File: src/rtl/sigma_pkg.sv
// Shared definitions for the Sigma subset core: phase encodings, opcodes
// and instruction field slicing.
package sigma_pkg;

  typedef enum logic [1:0] {
    PCP1 = 2'd0,
    PH1  = 2'd1,
    PH2  = 2'd2,
    PCP2 = 2'd3
  } phase_t;

  localparam logic [6:0] OP_AI   = 7'h20;
  localparam logic [6:0] OP_LI   = 7'h22;
  localparam logic [6:0] OP_WAIT = 7'h2E;
  localparam logic [6:0] OP_AW   = 7'h30;
  localparam logic [6:0] OP_LW   = 7'h32;
  localparam logic [6:0] OP_STW  = 7'h35;
  localparam logic [6:0] OP_BCR  = 7'h68;
  localparam logic [6:0] OP_BCS  = 7'h69;

  // Fields are numbered big-endian: Sigma bit n lives at vector bit 31-n.
  // The indirect bit [0] is never used, so the slices take bits 30:0 only.
  function automatic logic [6:0] f_op(input logic [30:0] w);
    return w[30:24];
  endfunction

  function automatic logic [3:0] f_r(input logic [30:0] w);
    return w[23:20];
  endfunction

  function automatic logic [2:0] f_x(input logic [30:0] w);
    return w[19:17];
  endfunction

  function automatic logic [16:0] f_addr(input logic [30:0] w);
    return w[16:0];
  endfunction

  function automatic logic [31:0] f_imm(input logic [30:0] w);
    return {{12{w[19]}}, w[19:0]};
  endfunction

  // Returns {CC3, CC4}: result strictly positive / negative.
  function automatic logic [1:0] f_cc_sign(input logic [31:0] v);
    return {(~v[31]) & (v != 32'd0), v[31]};
  endfunction

endpackage

File: src/rtl/sigma_cpu.sv
// Multi-cycle Sigma subset core: PH1 fetches, PH2 executes, WAIT or an
// unknown opcode parks the core in PCP2 until reset.
module sigma_cpu
  import sigma_pkg::*;
#(
  parameter logic [16:0] RESET_PC = 17'h00000
) (
  input  logic        reset,
  input  logic        clock,
  input  logic [31:0] data_in,
  output logic [16:0] address,
  output logic [31:0] data_out,
  output logic [3:0]  wr_en
);

  phase_t      phase;
  phase_t      phase_nxt_s;
  logic [16:0] p_r;
  logic [16:0] ea_r;
  logic [30:0] ir_r;
  logic [31:0] regs_r [16];
  logic [3:0]  cc_r;
  logic [16:0] address_r;
  logic [31:0] data_out_r;
  logic [3:0]  wr_en_r;

  logic [6:0]  fetch_op_s;
  logic [2:0]  fetch_x_s;
  logic [16:0] fetch_ea_s;
  logic        fetch_mem_s;

  logic [6:0]  exec_op_s;
  logic [3:0]  exec_r_s;
  logic [31:0] rval_s;
  logic [31:0] addend_s;
  logic [32:0] sum_s;
  logic        ovf_s;
  logic [31:0] result_s;
  logic        wr_reg_s;
  logic        branch_s;
  logic        halt_s;
  logic [3:0]  cc_nxt_s;
  logic [16:0] p_nxt_s;

  assign address  = address_r;
  assign data_out = data_out_r;
  assign wr_en    = wr_en_r;

  // Decode the word arriving in PH1 so PH2 outputs can be registered ahead.
  always_comb begin
    fetch_op_s = f_op(data_in[30:0]);
    fetch_x_s  = f_x(data_in[30:0]);
    if (fetch_x_s != 3'd0) begin
      fetch_ea_s = f_addr(data_in[30:0]) + regs_r[{1'b0, fetch_x_s}][16:0];
    end else begin
      fetch_ea_s = f_addr(data_in[30:0]);
    end
    if ((fetch_op_s == OP_LW) || (fetch_op_s == OP_AW) || (fetch_op_s == OP_STW)) begin
      fetch_mem_s = 1'b1;
    end else begin
      fetch_mem_s = 1'b0;
    end
  end

  // Execute-stage datapath: adder, result select, CC update and branch test.
  always_comb begin
    exec_op_s = f_op(ir_r);
    exec_r_s  = f_r(ir_r);
    rval_s    = regs_r[exec_r_s];
    if (exec_op_s == OP_AW) begin
      addend_s = data_in;
    end else begin
      addend_s = f_imm(ir_r);
    end
    sum_s    = {1'b0, rval_s} + {1'b0, addend_s};
    ovf_s    = (rval_s[31] == addend_s[31]) && (sum_s[31] != rval_s[31]);
    result_s = sum_s[31:0];
    wr_reg_s = 1'b0;
    branch_s = 1'b0;
    halt_s   = 1'b0;
    cc_nxt_s = cc_r;
    case (exec_op_s)
      OP_LI: begin
        result_s      = f_imm(ir_r);
        wr_reg_s      = 1'b1;
        cc_nxt_s[1:0] = f_cc_sign(f_imm(ir_r));
      end
      OP_LW: begin
        result_s      = data_in;
        wr_reg_s      = 1'b1;
        cc_nxt_s[1:0] = f_cc_sign(data_in);
      end
      OP_AI, OP_AW: begin
        wr_reg_s = 1'b1;
        cc_nxt_s = {sum_s[32], ovf_s, f_cc_sign(sum_s[31:0])};
      end
      OP_STW:  wr_reg_s = 1'b0;
      OP_BCR:  branch_s = ((cc_r & exec_r_s) == 4'd0);
      OP_BCS:  branch_s = ((cc_r & exec_r_s) != 4'd0);
      OP_WAIT: halt_s   = 1'b1;
      default: halt_s   = 1'b1;
    endcase
    if (branch_s) begin
      p_nxt_s = ea_r;
    end else begin
      p_nxt_s = p_r;
    end
  end

  // Phase sequencing.
  always_comb begin
    phase_nxt_s = phase;
    case (phase)
      PCP1: phase_nxt_s = PH1;
      PH1:  phase_nxt_s = PH2;
      PH2: begin
        if (halt_s) begin
          phase_nxt_s = PCP2;
        end else begin
          phase_nxt_s = PH1;
        end
      end
      PCP2:    phase_nxt_s = PCP2;
      default: phase_nxt_s = PCP1;
    endcase
  end

  // Phase register.
  always_ff @(posedge clock or negedge reset) begin
    if (!reset) begin
      phase <= PCP1;
    end else begin
      phase <= phase_nxt_s;
    end
  end

  // Architectural state and registered memory-side outputs.
  always_ff @(posedge clock or negedge reset) begin
    if (!reset) begin
      p_r        <= RESET_PC;
      ea_r       <= 17'd0;
      ir_r       <= 31'd0;
      cc_r       <= 4'd0;
      address_r  <= 17'd0;
      data_out_r <= 32'd0;
      wr_en_r    <= 4'b0000;
      for (int i = 0; i < 16; i++) begin
        regs_r[i] <= 32'd0;
      end
    end else begin
      case (phase)
        PCP1: begin
          address_r  <= p_r;
          data_out_r <= 32'd0;
          wr_en_r    <= 4'b0000;
        end
        PH1: begin
          ir_r <= data_in[30:0];
          p_r  <= p_r + 17'd1;
          ea_r <= fetch_ea_s;
          if (fetch_mem_s) begin
            address_r <= fetch_ea_s;
          end else begin
            address_r <= p_r + 17'd1;
          end
          if (fetch_op_s == OP_STW) begin
            data_out_r <= regs_r[f_r(data_in[30:0])];
            wr_en_r    <= 4'b1111;
          end else begin
            data_out_r <= 32'd0;
            wr_en_r    <= 4'b0000;
          end
        end
        PH2: begin
          if (wr_reg_s) begin
            regs_r[exec_r_s] <= result_s;
          end
          cc_r       <= cc_nxt_s;
          p_r        <= p_nxt_s;
          address_r  <= p_nxt_s;
          data_out_r <= 32'd0;
          wr_en_r    <= 4'b0000;
        end
        PCP2: begin
          address_r  <= p_r;
          data_out_r <= 32'd0;
          wr_en_r    <= 4'b0000;
        end
        default: begin
          wr_en_r <= 4'b0000;
        end
      endcase
    end
  end

endmodule

File: config.mk
export PLATFORM = sky130hd
export DESIGN_NAME = sigma_cpu
export DESIGN_NICKNAME = d
export VERILOG_FILES = /design/src/rtl/sigma_pkg.sv /design/src/rtl/sigma_cpu.sv
export SDC_FILE = /design/constraint.sdc
export NUM_CORES = 2
export LEC_CHECK = 0
export CORE_ASPECT_RATIO = 1.2
export CORE_MARGIN = 3
export CORE_UTILIZATION = 40
export DETAILED_ROUTE_END_ITERATION = 12
export HOLD_SLACK_MARGIN = 0.05
export PLACE_DENSITY = 0.57
export RECOVER_POWER = 25
export SLEW_MARGIN = 20
export SYNTH_ARGS = -nofsm -noshare
export SYNTH_HDL_FRONTEND = slang
export SYNTH_SLANG_ARGS = --single-unit
File: constraint.sdc
create_clock -name clock -period 8.14 [get_ports clock]
set_input_delay 1.628 -clock clock [delete_from_list [all_inputs] [get_ports clock]]
set_output_delay 1.628 -clock clock [all_outputs]
set_load 0.03 [all_outputs]
==> metrics.cfg <==
[placed_design]
place_inst=4240
post-place-ws_ns=2.20
dp_hpwl_um=68600
gp_congestion=0.893
portBuffers=86

[timing]
fin_crit_ns=5.92
period_share=0.727
finalMaxSlewViolations=415
slew_headroom=-1.53
setup_ws_ns=2.22
finalHoldViolCount=0
setup_tns_ns=0
rsz0062_at_grt=false
fin_worst_skew_ns=0.0265
tightest_slew_ns=3.79
clock.fmax_mhz=169
setup_violations=0

[drt]
first_iter_violations=2437
antenna_left=0
firstDrtPassIters=7
drt_wl_total_um=112000
viasPerCell=6.06
vias=26500
wl_per_cell_um=25.7
drc=0

[floorplanning]
die_h_um=334
start_util=0.406
dieArea_um2=93500
die_w_um=280
io_pins=87
core_um2=88400
rows=119

[job]
max_cap_viol_count=6

[synth]
netlist_area_um2=35900
yosys.cell_count.top_type=dfrtp_1
synthArstFlopShare=1.00
yosysSeqAreaShare=0.441
syn_nets=3302
synth_top_cell_area_share=0.441
yosysUniqueCellTypes=81
synth_top_cell_by_area=dfrtp_1
synth_area_leaders=dfrtp_1 (44%), mux4_2 (22%), a21oi_1 (6.2%)
ys_ff_latch=633
syn_avg_cell_area_um2=11.2
synth_edf_count=0
synth_flop_cell=dfrtp_1
synth_common_cells=dfrtp_1 (633), a21oi_1 (448), nor2_1 (447)
ys_warn_count=0
netlist_instances=3213

[power]
power.density_nw_per_um2=345
p_sw_frac=0.419
power.internal_uw=8060
combPwrFrac=0.447
ir_drop_v=0.000234
p_sw_uw=5810
power_leakage_uw=0.0147
clkPwrFrac=0.245
total_power_uw=13900
seqPwrFrac=0.308

[layout]
layout.cells.non_filler=4372
nets=3257
fin_util=0.454
layout-drive-gt1-share=0.214
area_growth_pct=11.8
nFillCells=8207

[global_routing]
overflow=0
track_usage=0.242
grt_pass1_wl_um=171000
antenna_found_initial=4
grt_max_degree=185
grt_pass1_vias=26500

[clock_network]
clockBufferDepth=3
cts_tree=yes
htree_levels=3
postCtsResizedCells=0
holdBufCountCts=0
post_cts_buffers=0
cts_sinks=633
clkTransAtPathRegs_ns=0.06
cts_buffers=72
clk_latency_ns=0.65
cts_root_buf=clkbuf_16

[critical_path]
worstReg2RegEnd=regs_r[190]
path_buf_inv=1
cp-startpoint=ir_r[21]
reg2reg_depth=14
r2r-start=ir_r[21]
cp.required_ns=8.61
crit_family=compound AO/OA/AOI/OAI gates
start_kind=register
crit_chain=buf_4, mux4_2, mux4_2, ha_1, a211oi_1, o21ai_2, a31oi_1, a21oi_1, o21a_1, o22ai_1, xnor2_1, nor2_1, a211oi_2, o21ai_0
max_stage_delay_ns=0.95
path_common_cell=mux4_2
timing_worst_setup_path_type=register to register
worstPathMaxFanout=45
arrival_ns=6.39
reg2reg_setup_slack_ns=2.22
end_kind=register
slowest_stage=a211oi_2

[run_status]
outcome=finished, violations left
failed_checks=capacitance limit, slew limit

[worst_hold_path]
min_to=regs_r[35]
worstHoldPathCells=2
hold_path_class=register to register
min_from=regs_r[35]

registers in the layout (all words and copies together), names as in the netlist:
signal,flops
regs_r,512
cc_r,4
ea_r,17
address,17
ir_r,31
data_out,32
wr_en,1
p_r,17
phase,2
worst max-delay path by stage:
stage	end	slack, ns	cells past startpoint
3_3_place_gp	regs_r[190]	2.27	15
4_1_cts	regs_r[190]	2.32	14
5_1_grt	ir_r[21]	1.53	2
3_5_place_dp	regs_r[190]	2.20	15
2_1_floorplan	address[14]	2.76	17
6_report	regs_r[190]	2.22	14
worst reg2reg max path, cell delays in order (launching register included):
cell      delay, ns
dfrtp_4        0.86
buf_4          0.75
mux4_2         0.44
mux4_2         0.54
ha_1           0.37
a211oi_1       0.40
o21ai_2        0.18
a31oi_1        0.24
a21oi_1        0.17
o21a_1         0.20
o22ai_1        0.21
xnor2_1        0.18
nor2_1         0.07
a211oi_2       0.95
o21ai_0        0.21
per-layer routing:
layer	vias to the layer above	share of wire	global-route usage
met1	13600	0.42	0.324
li1	11700	-	-
met4	4	0.035	0.0853
met3	214	0.061	0.0398
met2	929	0.49	0.401
met5	-	0.00029	0
final cells by class:
class,count,area (um^2),area share
diodes,1,2.50,0.0000623
clock buffers,104,2110,0.0526
clock inverters,24,332,0.00825
inverters,25,93.8,0.00234
multi-input cells,2268,18800,0.469
flip-flops and latches,633,15900,0.395
well taps,1149,1440,0.0358
repair buffers,168,1500,0.0374
logic make-up after synthesis:
logic type	synth area share
XOR/XNOR	0.0132
AND/OR/NAND/NOR	0.108
AO/OA/AOI/OAI	0.132
flip-flops	0.441
buffers and inverters	0.0374
multiplexers	0.250
adder cells (fa/ha/maj)	0.0196
cell usage in the layout (no fill, tap or decap), types with 6 or more instances in the layout:
| cell | n |
|---|---|
| a31oi_1 | 14 |
| nand3_1 | 24 |
| nor2b_1 | 39 |
| o22ai_1 | 18 |
| o21a_1 | 13 |
| nor2_4 | 10 |
| o21bai_1 | 6 |
| clkdlybuf4s50_1 | 79 |
| a22o_1 | 10 |
| dfrtp_1 | 629 |
| a21o_1 | 39 |
| mux2_2 | 84 |
| o211ai_1 | 6 |
| a22oi_1 | 7 |
| or2_2 | 6 |
| clkbuf_16 | 73 |
| clkbuf_1 | 20 |
| mux4_2 | 354 |
| nand4_1 | 8 |
| nor3_1 | 17 |
| bufinv_16 | 6 |
| a221oi_1 | 21 |
| a21oi_1 | 447 |
| nand2_1 | 288 |
| nor4_1 | 13 |
| ha_1 | 53 |
| xnor2_1 | 26 |
| clkinv_2 | 8 |
| mux2i_1 | 6 |
| clkbuf_8 | 17 |
| o21ai_0 | 157 |
| buf_4 | 72 |
| and2_1 | 6 |
| nand2b_1 | 9 |
| xor2_1 | 28 |
| o21ai_1 | 8 |
| a221oi_2 | 6 |
| inv_1 | 25 |
| nor2_1 | 446 |
| and3_1 | 17 |
power groups by stage:
stage / Clock (uW) / Sequential (uW) / Combinational [uW]
global route: 3600 / 4340 / 6710
global placement: 0 / 4290 / 6080
CTS: 3460 / 4260 / 6140
floorplan: 0 / 4080 / 4440
finish: 3400 / 4270 / 6210
detailed placement: 0 / 4310 / 6120
metrics by stage:
stage	cell area (um^2)	hold WS, ns
after floorplan	35900	0.450
after global placement	37700	0.466
after detailed placement	37700	0.480
after CTS	40200	0.493
after global routing	40200	0.516
final	40200	0.494
Power figures use the tool's default switching activity.
